--- config.mk ---
export PLATFORM = sky130hd
export DESIGN_NAME = gray_seq_ctrl
export DESIGN_NICKNAME = d
export VERILOG_FILES = /design/src/rtl/gray_seq_pkg.sv /design/src/rtl/gray_seq_ctrl_step_reg.sv /design/src/rtl/gray_seq_ctrl.sv
export SDC_FILE = /design/constraint.sdc
export NUM_CORES = 1
export LEC_CHECK = 0
export BUFFER_PORTS_ARGS = -buffer_cell sky130_fd_sc_hd__buf_2
export CORE_MARGIN = 4
export CORE_UTILIZATION = 33
export CTS_CLUSTER_SIZE = 16
export DETAILED_ROUTE_END_ITERATION = 10
export PLACE_DENSITY = 0.52
export SLEW_MARGIN = 20
export SYNTH_ARGS = -nofsm -noshare
export SYNTH_HDL_FRONTEND = slang
export SYNTH_SLANG_ARGS = --single-unit
export TNS_END_PERCENT = 5
--- constraint.sdc ---
create_clock -name clk -period 6.1 [get_ports clk]
set_clock_uncertainty 0.05 [all_clocks]
set_input_delay 1.22 -clock clk [delete_from_list [all_inputs] [get_ports clk]]
set_output_delay 1.22 -clock clk [all_outputs]
set_load 0.03 [all_outputs]
--- src/rtl/gray_seq_pkg.sv ---
// ---------------------------------------------------------------------------
// gray_seq_pkg
// Shared types and helpers for the Gray-code sequencer slice.
//   state_t   : controller FSM states (IDLE, RUN, PAUSE, DONE)
//   bin2gray  : binary -> reflected Gray conversion
//   gray2bin  : reflected Gray -> binary conversion
// Both helpers work on a GRAY_MAX_W-bit container. A narrower code that is
// zero-extended into the container converts to the correctly zero-extended
// result, so callers of any width up to GRAY_MAX_W cast in and truncate out.
// ---------------------------------------------------------------------------
package gray_seq_pkg;

    localparam int GRAY_MAX_W = 32;

    typedef enum logic [1:0] {
        IDLE  = 2'd0,
        RUN   = 2'd1,
        PAUSE = 2'd2,
        DONE  = 2'd3
    } state_t;

    function automatic logic [GRAY_MAX_W-1:0] bin2gray(input logic [GRAY_MAX_W-1:0] bin);
        return bin ^ (bin >> 1);
    endfunction

    // Each binary bit is the XOR of all Gray bits at and above it, so walk
    // down from the MSB carrying the running parity.
    function automatic logic [GRAY_MAX_W-1:0] gray2bin(input logic [GRAY_MAX_W-1:0] gray);
        logic [GRAY_MAX_W-1:0] bin;
        bin[GRAY_MAX_W-1] = gray[GRAY_MAX_W-1];
        for (int i = GRAY_MAX_W - 2; i >= 0; i--) begin
            bin[i] = bin[i+1] ^ gray[i];
        end
        return bin;
    endfunction

endpackage

--- src/rtl/gray_seq_ctrl_step_reg.sv ---
// ---------------------------------------------------------------------------
// gray_step_reg
// N-bit reflected-Gray register that advances by one code when adv is high.
// Ports:
//   clk        in   clock
//   rst        in   asynchronous active-high reset (code -> 0)
//   adv        in   advance one code at this edge
//   gray       out  current Gray code (registered)
//   wrap_pulse out  registered pulse, high the cycle the code wraps from
//                   1000..0 back to all-zero
// N must be at least 2 and at most gray_seq_pkg::GRAY_MAX_W.
// ---------------------------------------------------------------------------
module gray_step_reg
    import gray_seq_pkg::*;
#(
    parameter int N = 5
) (
    input  logic         clk,
    input  logic         rst,
    input  logic         adv,
    output logic [N-1:0] gray,
    output logic         wrap_pulse
);

    // The last code of a reflected-Gray cycle is MSB set, everything else clear.
    localparam logic [N-1:0] WRAP_CODE = {1'b1, {(N-1){1'b0}}};

    logic [N-1:0] gray_q;
    logic [N-1:0] gray_d;
    logic         wrap_q;
    logic         wrap_d;
    logic [N-1:0] binNext;

    // Next code is computed in binary at width N so the increment wraps
    // modulo 2^N before converting back; converting an unmasked carry would
    // corrupt the Gray MSB.
    always_comb begin
        gray_d  = gray_q;
        wrap_d  = 1'b0;
        binNext = N'(gray2bin(GRAY_MAX_W'(gray_q))) + N'(1);
        if (adv) begin
            gray_d = N'(bin2gray(GRAY_MAX_W'(binNext)));
            wrap_d = (gray_q == WRAP_CODE);
        end
    end

    // Code and wrap pulse registered together so wrap lines up with the
    // first cycle the all-zero code is visible.
    always_ff @(posedge clk or posedge rst) begin
        if (rst) begin
            gray_q <= '0;
            wrap_q <= 1'b0;
        end else begin
            gray_q <= gray_d;
            wrap_q <= wrap_d;
        end
    end

    assign gray       = gray_q;
    assign wrap_pulse = wrap_q;

endmodule

--- src/rtl/gray_seq_ctrl.sv ---
// ---------------------------------------------------------------------------
// gray_seq_ctrl
// Command-driven sequencer owning an N-bit reflected-Gray counter. Commands
// arrive over a valid/ready handshake and run either one-shot (cmd_len
// steps) or continuously (free running, wrapping) until aborted. The counter
// value persists across commands and is cleared only by rst.
// Ports:
//   clk        in   clock
//   rst        in   asynchronous active-high reset
//   cmd_valid  in   command offered (accepted only in IDLE)
//   cmd_ready  out  high only in IDLE
//   cmd_len    in   one-shot step count (LEN_W bits)
//   cmd_cont   in   1 = continuous mode, cmd_len ignored
//   pause      in   level, holds the counter while high
//   abort      in   terminates the active command, beats pause/final step
//   gray_out   out  current Gray code (registered)
//   step_cnt   out  steps taken in the current command (saturating)
//   busy       out  high in RUN or PAUSE
//   done       out  one-cycle pulse when a command completes
//   wrap       out  one-cycle pulse when gray_out wraps to all-zero
//   gray_err   out  only with GRAY_SEQ_CHECK_EN: sticky integrity error
// Optional macro GRAY_SEQ_CHECK_EN adds gray_err and its checker.
// ---------------------------------------------------------------------------
module gray_seq_ctrl
    import gray_seq_pkg::*;
#(
    parameter int N     = 5,
    parameter int LEN_W = N
) (
    input  logic             clk,
    input  logic             rst,
    input  logic             cmd_valid,
    output logic             cmd_ready,
    input  logic [LEN_W-1:0] cmd_len,
    input  logic             cmd_cont,
    input  logic             pause,
    input  logic             abort,
    output logic [N-1:0]     gray_out,
    output logic [LEN_W-1:0] step_cnt,
    output logic             busy,
    output logic             done,
    output logic             wrap
`ifdef GRAY_SEQ_CHECK_EN
    ,
    output logic             gray_err
`endif
);

    localparam logic [LEN_W-1:0] STEP_MAX = '1;

    state_t           state_q;
    state_t           state_d;
    logic [LEN_W-1:0] len_q;
    logic [LEN_W-1:0] len_d;
    logic             cont_q;
    logic             cont_d;
    logic [LEN_W-1:0] step_cnt_q;
    logic [LEN_W-1:0] step_cnt_d;
    logic [LEN_W-1:0] stepInc;
    logic             adv;

    gray_step_reg #(
        .N(N)
    ) u_step_reg (
        .clk        (clk),
        .rst        (rst),
        .adv        (adv),
        .gray       (gray_out),
        .wrap_pulse (wrap)
    );

    // Next-state and advance decode. Abort is tested first so it wins over
    // both pause and the final one-shot step. A one-shot finishes on the same
    // edge that performs its last step, comparing the incremented count
    // against the latched length.
    always_comb begin
        state_d    = state_q;
        len_d      = len_q;
        cont_d     = cont_q;
        step_cnt_d = step_cnt_q;
        adv        = 1'b0;
        stepInc    = step_cnt_q + LEN_W'(1);
        case (state_q)
            IDLE: begin
                if (cmd_valid) begin
                    len_d      = cmd_len;
                    cont_d     = cmd_cont;
                    step_cnt_d = '0;
                    if (!cmd_cont && (cmd_len == '0)) begin
                        state_d = DONE;
                    end else begin
                        state_d = RUN;
                    end
                end
            end
            RUN: begin
                if (abort) begin
                    state_d = DONE;
                end else if (pause) begin
                    state_d = PAUSE;
                end else begin
                    adv = 1'b1;
                    if (cont_q) begin
                        if (step_cnt_q != STEP_MAX) begin
                            step_cnt_d = stepInc;
                        end
                    end else begin
                        step_cnt_d = stepInc;
                        if (stepInc == len_q) begin
                            state_d = DONE;
                        end
                    end
                end
            end
            PAUSE: begin
                if (abort) begin
                    state_d = DONE;
                end else if (!pause) begin
                    state_d = RUN;
                end
            end
            DONE: begin
                state_d = IDLE;
            end
            default: begin
                state_d = IDLE;
            end
        endcase
    end

    // Controller state and latched command fields.
    always_ff @(posedge clk or posedge rst) begin
        if (rst) begin
            state_q    <= IDLE;
            len_q      <= '0;
            cont_q     <= 1'b0;
            step_cnt_q <= '0;
        end else begin
            state_q    <= state_d;
            len_q      <= len_d;
            cont_q     <= cont_d;
            step_cnt_q <= step_cnt_d;
        end
    end

    assign cmd_ready = (state_q == IDLE);
    assign busy      = (state_q == RUN) || (state_q == PAUSE);
    assign done      = (state_q == DONE);
    assign step_cnt  = step_cnt_q;

`ifdef GRAY_SEQ_CHECK_EN
    logic [N-1:0] grayPrev_q;
    logic         advPrev_q;
    logic         grayErr_q;
    logic         grayErr_d;
    logic [N-1:0] grayDiff;

    // Compare each cycle's code with the previous one: a commanded advance
    // must flip exactly one bit, and any change without one is an error.
    always_comb begin
        grayDiff  = gray_out ^ grayPrev_q;
        grayErr_d = grayErr_q;
        if (advPrev_q) begin
            if ($countones(grayDiff) != 1) begin
                grayErr_d = 1'b1;
            end
        end else if (grayDiff != '0) begin
            grayErr_d = 1'b1;
        end
    end

    // History of the code and advance command, plus the sticky flag.
    always_ff @(posedge clk or posedge rst) begin
        if (rst) begin
            grayPrev_q <= '0;
            advPrev_q  <= 1'b0;
            grayErr_q  <= 1'b0;
        end else begin
            grayPrev_q <= gray_out;
            advPrev_q  <= adv;
            grayErr_q  <= grayErr_d;
        end
    end

    assign gray_err = grayErr_q;
`endif

endmodule

=== Yosys cells after proc, flatten, opt, wreduce, memory -nomap -nowiden ===
Cells that the tools add are included.

* Add/subtract/negate cells: 2
* Multiply operators: 0
* Divide/modulo/power cells: 0
* Order comparisons: 0
* Equality and inequality tests: 13
* Shift operators: 0
* Mux-type cells: 19
* Bitwise logic cells: 5
* Reduce and logical (&&, ||, !) cells: 9

{| class="wikitable"
|+ Operator list
! kind !! count
|-
| $mux 5 || 5
|-
| $mux 2 || 8
|-
| $add 5x1->5 const B || 2
|-
| $pmux 5 s2 || 1
|-
| $ne 4x4->1 const B || 2
|-
| $pmux 2 s4 || 1
|-
| $ne 2x2->1 const B || 3
|-
| $ne 3x3->1 const B || 2
|-
| $eq 5x5->1 || 1
|-
| $eq 5x5->1 const B || 1
|-
| $logic_not 5->1 || 1
|-
| $ne 5x5->1 const B || 1
|-
| $reduce_and 5->1 || 1
|-
| $xor 5x4->5 || 1
|-
| $eq 2x2->1 const B || 2
|-
| $mux 1 || 4
|-
| $reduce_and 4->1 || 1
|-
| $xor 1x1->1 || 4
|-
| $eq 2x1->1 const B || 1
|-
| $logic_not 2->1 || 1
|-
| $reduce_and 2->1 || 1
|-
| $reduce_bool 2->1 || 1
|-
| $logic_and 1x1->1 || 1
|-
| $logic_not 1->1 || 1
|-
| $logic_or 1x1->1 || 1
|}

* Bits in registers: 19
* Bits in latches: 0
* Bits in writable memories: 0
* ROM bits: 0
* Input bits: 11
* Output and inout bits: 14
* Word-level logic and storage cells: 54
* Memories kept: 0

=== Logic depth before layout (Yosys ltp) ===
* Depth after elaboration: 7
* Gate-level depth with buffers: 10
* Gate-level depth less buffers: 10

=== By module ===
A second synthesis with hierarchy kept.

* Cells, all modules: 117
* Area total of the unflattened synthesis: 1147.4 sq um

{| class="wikitable"
|+ By module, submodules not included
! module !! times used !! cells an instance !! area each (sq um) !! sequential area each (sq um)
|-
| gray_seq_ctrl || 1 || 79 || 797.0 || 325.3
|-
| gray_step_reg || 1 || 38 || 350.3 || 150.1
|}

=== Worst setup path after synthesis ===
OpenSTA, ideal clock, no wires.

* Path kind: flip-flop to flip-flop
* Start: register u_step_reg.gray_q[4], in the netlist u_step_reg.gray[4]
* End: register u_step_reg.gray_q[2], in the netlist u_step_reg.gray[2]
* Data arrival time: 2215 ps
* Required time: 5925 ps
* Setup slack: 3710 ps
* Stages on the path, launching flop included: 11
* Buffers on the path: 0
* Path through: dfrtp_1 xor2_1 ha_1 inv_1 ha_1 inv_1 ha_1 nor2b_1 xnor2_1 xnor2_1 a21oi_1

* Word-level cells in the longest chain between the ends: 6

{| class="wikitable"
|+ Ends and longest elaborated chain
! item !! line !! RTL
|-
| start: declaration || gray_seq_ctrl_step_reg.sv:28 || <nowiki>logic [N-1:0] gray_q;</nowiki>
|-
| start signal: assignment || gray_seq_ctrl_step_reg.sv:54 || <nowiki>gray_q <= gray_d;</nowiki>
|-
| $xor 1x1->1 * || gray_seq_pkg.sv:32 || <nowiki>bin[i] = bin[i+1] ^ gray[i];</nowiki>
|-
| $xor 1x1->1 (3 in a row) || gray_seq_pkg.sv:32 ||
|-
| $add 5x1->5 * || gray_seq_ctrl_step_reg.sv:40 || <nowiki>binNext = N'(gray2bin(GRAY_MAX_W'(gray_q))) + N'(1);</nowiki>
|-
| $xor 5x4->5 * || gray_seq_pkg.sv:23 || <nowiki>return bin ^ (bin >> 1);</nowiki>
|}

Mark *: on every way between the ends. The rest lies on a longest branch, timed or not.
A chain may end at the register's enable or synchronous reset.

=== Worst setup path after layout ===
* Start: register state_q[1]
* End: output cmd_ready

* Word-level cells in the longest chain between the ends: 1

{| class="wikitable"
|+ Ends and longest elaborated chain
! item !! line !! RTL
|-
| start: declaration || gray_seq_ctrl.sv:51 || <nowiki>state_t state_q;</nowiki>
|-
| start signal: assignment || gray_seq_ctrl.sv:139 || <nowiki>state_q <= state_d;</nowiki>
|-
| $logic_not 2->1 || gray_seq_ctrl.sv:146 || <nowiki>assign cmd_ready = (state_q == IDLE);</nowiki>
|-
| end: declaration || gray_seq_ctrl.sv:33 || <nowiki>output logic cmd_ready,</nowiki>
|}

Every way passes these cells.

==> metrics.md <==
| Metric | Value |
|---|---|
| Hold Crit Start | u_step_reg.gray[3] |
| Post-synthesis cell area | around 1200 µm² |
| Slew @ Worst Pin | around 0.73 ns |
| Number of remaining DRC errors | 0 |
| Clk slew on worst S/H paths | about 0.11 ns |
| Slew margin rel. | 0.5099 |
| # Post-CTS Setup Buffers | 0 |
| Layout cells sized above 1 | 0.2431 |
| Final net count | 165 |
| P_leak | around 0.65 nW |
| WP data arrival | 1.42 ns |
| Die area | roughly 4500 µm² |
| Worst path required time | between 4 and 5 ns |
| Antenna violations before repair | 0 |
| CTS buffer count | 3 |
| Layout Utilization | 0.4014 |
| Io pins | 25 |
| Slew Limit Fails | 0 |
| Wire per inst | approximately 13 µm |
| Vias | approximately 940 |
| Mapped Avg Cell Area | around 9.8 µm² |
| Net Count, Synth | about 140 |
| Period utilisation layout | 0.4408 |
| Worst hold slack | 0.4878 ns |
| Pwr Total | a little over 700 µW |
| Number of synthesis warnings | 0 |
| Starting DRT DRC Count | 41 |
| Commonest cells post-synth | 19 x dfrtp_1, 13 x nand2_1, 9 x ha_1, 9 x inv_1, 7 x xnor2_1 |
| Count leader, synth | dfrtp_1 |
| RSZ-0062 raised after global routing | no |
| Die width | 67.06 µm |
| Post-CTS sizing | 0 |
| Max Clock Freq | between 0.3 and 0.4 GHz |
| #FFs+latches synth | 19 |
| Setup TNS | 0 ns |
| Row Count | 21 |
| DRT antenna net count | 0 |
| GRT Total Usage | 0.1229 |
| Crit-path max FO | 8 |
| Initial Util | 0.3423 |
| Hold buffer count at CTS | 0 |
| FILL cells | about 370 |
| Cell taking the most area after synthesis | dfrtp_1 |
| Final WL | 2.535 mm |
| Crit path cell chain | inv_1 -> ha_1 -> buf_2 |
| Fin. Hold Viols | 0 |
| Clock root buffer | clkbuf_4 |
| Largest net degree at the start of global routing | 20 |
| Gate Count Post-Synth | 117 |
| Pwr dens | roughly 540 nW/µm² |
| First-pass DRT Iterations | 4 |
| I/O Buffers | 24 |
| Pre-CTS worst setup slack | around 3.3 ns |
| Clock Latency Late Sink | roughly 0.3 ns |
| Vias in the first global route | 950 |
| Share of Yosys cell area claimed by the top area cell type | 0.4130 |
| Delay of the slowest critical-path stage | around 0.44 ns |
| Sequential area share after synthesis | 0.4130 |
| Clock buffer depth | 2 |
| Top post-synthesis cells by area | dfrtp_1 41%, ha_1 9.8%, mux2_2 5.9% |
| Clk sinks | 19 |
| Diode count | 0 |
| Predominant post-synthesis flop cell | dfrtp_1 |
| Reg2Reg Launch Point | u_step_reg.gray[4] |
| Gr ovfl total | 0 |
| Yosys cell types | 28 |
| Hold Path Class | reg2reg |
| Status | finished clean |
| Crit path launch type | flop |
| Crit path launch | state_q[1] |
| Fraction of registers with async set/reset | 1.000 |
| Crit path capture type | primary output |
| Min Tclk post-route | approximately 2.7 ns |
| Final GP Congestion | a little under 0.8 |
| Estimated wirelength of the detail-placed design | 1.989 mm |
| Area Growth Syn to Fin | 17.28% |
| Slowest cell on crit path | dfrtp_1 |
| Setup slack after layout | around 3.4 ns |
| Max VDD drop | about 0.00044 V |
| Max-Cap Viols | 0 |
| First-pass GRT wire length | approximately 4.2 mm |
| Finish-stage setup viols | 0 |
| CP Class | reg2out |
| Htree depth | 1 |
| CTS tree | yes |
| Die H | about 67 µm |
| Post-synth EDFFs | 0 |
| Via density | between 4 and 5 |
| Core Box Area | 3363 µm² |
through the flow:
| step | std cells | cell area [µm²] |
|---|---|---|
| floorplan | 117 | 1151 |
| global placement | 186 | 1324 |
| detailed placement | 186 | 1324 |
| CTS | 190 | 1350 |
| global route | 190 | 1350 |
| finish | 190 | 1350 |
cell type report:
class,count,area (µm²),share of cell area
inverters,9,33.78,0.02502
well taps,46,57.56,0.04263
clock buffers,4,26.28,0.01946
repair buffers,24,120.1,0.08897
flip-flops and latches,19,475.5,0.3522
multi-input cells,88,636.9,0.4717
layout by cell type (no fill, tap or decap):
| master | instances |
|---|---|
| nor3_1 | 2 |
| nand3_1 | 4 |
| dfrtp_1 | 19 |
| clkbuf_4 | 3 |
| xor2_1 | 6 |
| nor2_1 | 6 |
| a211oi_1 | 1 |
| a211o_1 | 1 |
| a21oi_1 | 4 |
| a31o_2 | 1 |
| nand2b_1 | 1 |
| ha_1 | 9 |
| xnor2_1 | 7 |
| nor4_1 | 1 |
| and3_1 | 2 |
| o311ai_0 | 1 |
| buf_2 | 24 |
| o31ai_1 | 3 |
| clkbuf_1 | 1 |
| mux2_2 | 6 |
| nor2b_1 | 3 |
| o21ai_0 | 6 |
| nor4b_1 | 2 |
| nor3b_4 | 1 |
| o211ai_1 | 1 |
| nand3b_1 | 2 |
| a22o_1 | 2 |
| nand2_1 | 13 |
| inv_1 | 9 |
| o21ai_1 | 3 |
sequential cells by signal, indices dropped and copies added (netlist names), named ones only:
signal	cells
state_q	2
u_step_reg.wrap_pulse	1
cont_q	1
len_q	5
step_cnt	5
u_step_reg.gray	4
routing by layer:
layer  GRT usage  share of wire  vias up
met2      0.2086           0.50       20
met5           0              0        -
met4     0.03291         0.0051        0
met1      0.1451           0.45      456
li1            -              -      464
met3     0.04384          0.039        2
path summary, 6_finish.rpt:
| check | end | slack, ns | depth (start not counted) |
|---|---|---|---|
| min | u_step_reg.gray[3] | 0.49 | 1 |
| max in group asynchronous | state_q[1] | 4.56 | 2 |
| min in group asynchronous | len_q[1] | 0.97 | 2 |
| min reg2reg | u_step_reg.gray[3] | 0.49 | 1 |
| max reg2reg | u_step_reg.gray[2] | 3.67 | 10 |
| max | cmd_ready | 3.41 | 3 |
cells by family (layout without fill, tap and decap cells):
group / count (synthesis) / after routing / synth area share
xor+xnor: 13 / 13 / 0.09891
compound gates: 23 / 23 / 0.1272
fa+ha+maj: 9 / 9 / 0.09783
buf+inv: 10 / 37 / 0.03369
flops: 19 / 19 / 0.4130
mux: 6 / 6 / 0.05869
simple gates: 37 / 37 / 0.1707
worst max-delay path: cells and delay by family (launching register included):
family | cells | cell delay [ns]
flops | 1 | 0.44
buf+inv | 2 | 0.37
fa+ha+maj | 1 | 0.31
power by group:
part | switching, mW | internal, mW | total (mW) | leakage [nW]
registers | 0.0453 | 0.172 | 0.218 | 0.240
clock network | 0.0406 | 0.0255 | 0.0661 | 0.0150
logic | 0.254 | 0.189 | 0.442 | 0.396
total | 0.340 | 0.387 | 0.726 | 0.651
(Power assumes the default switching activity.)
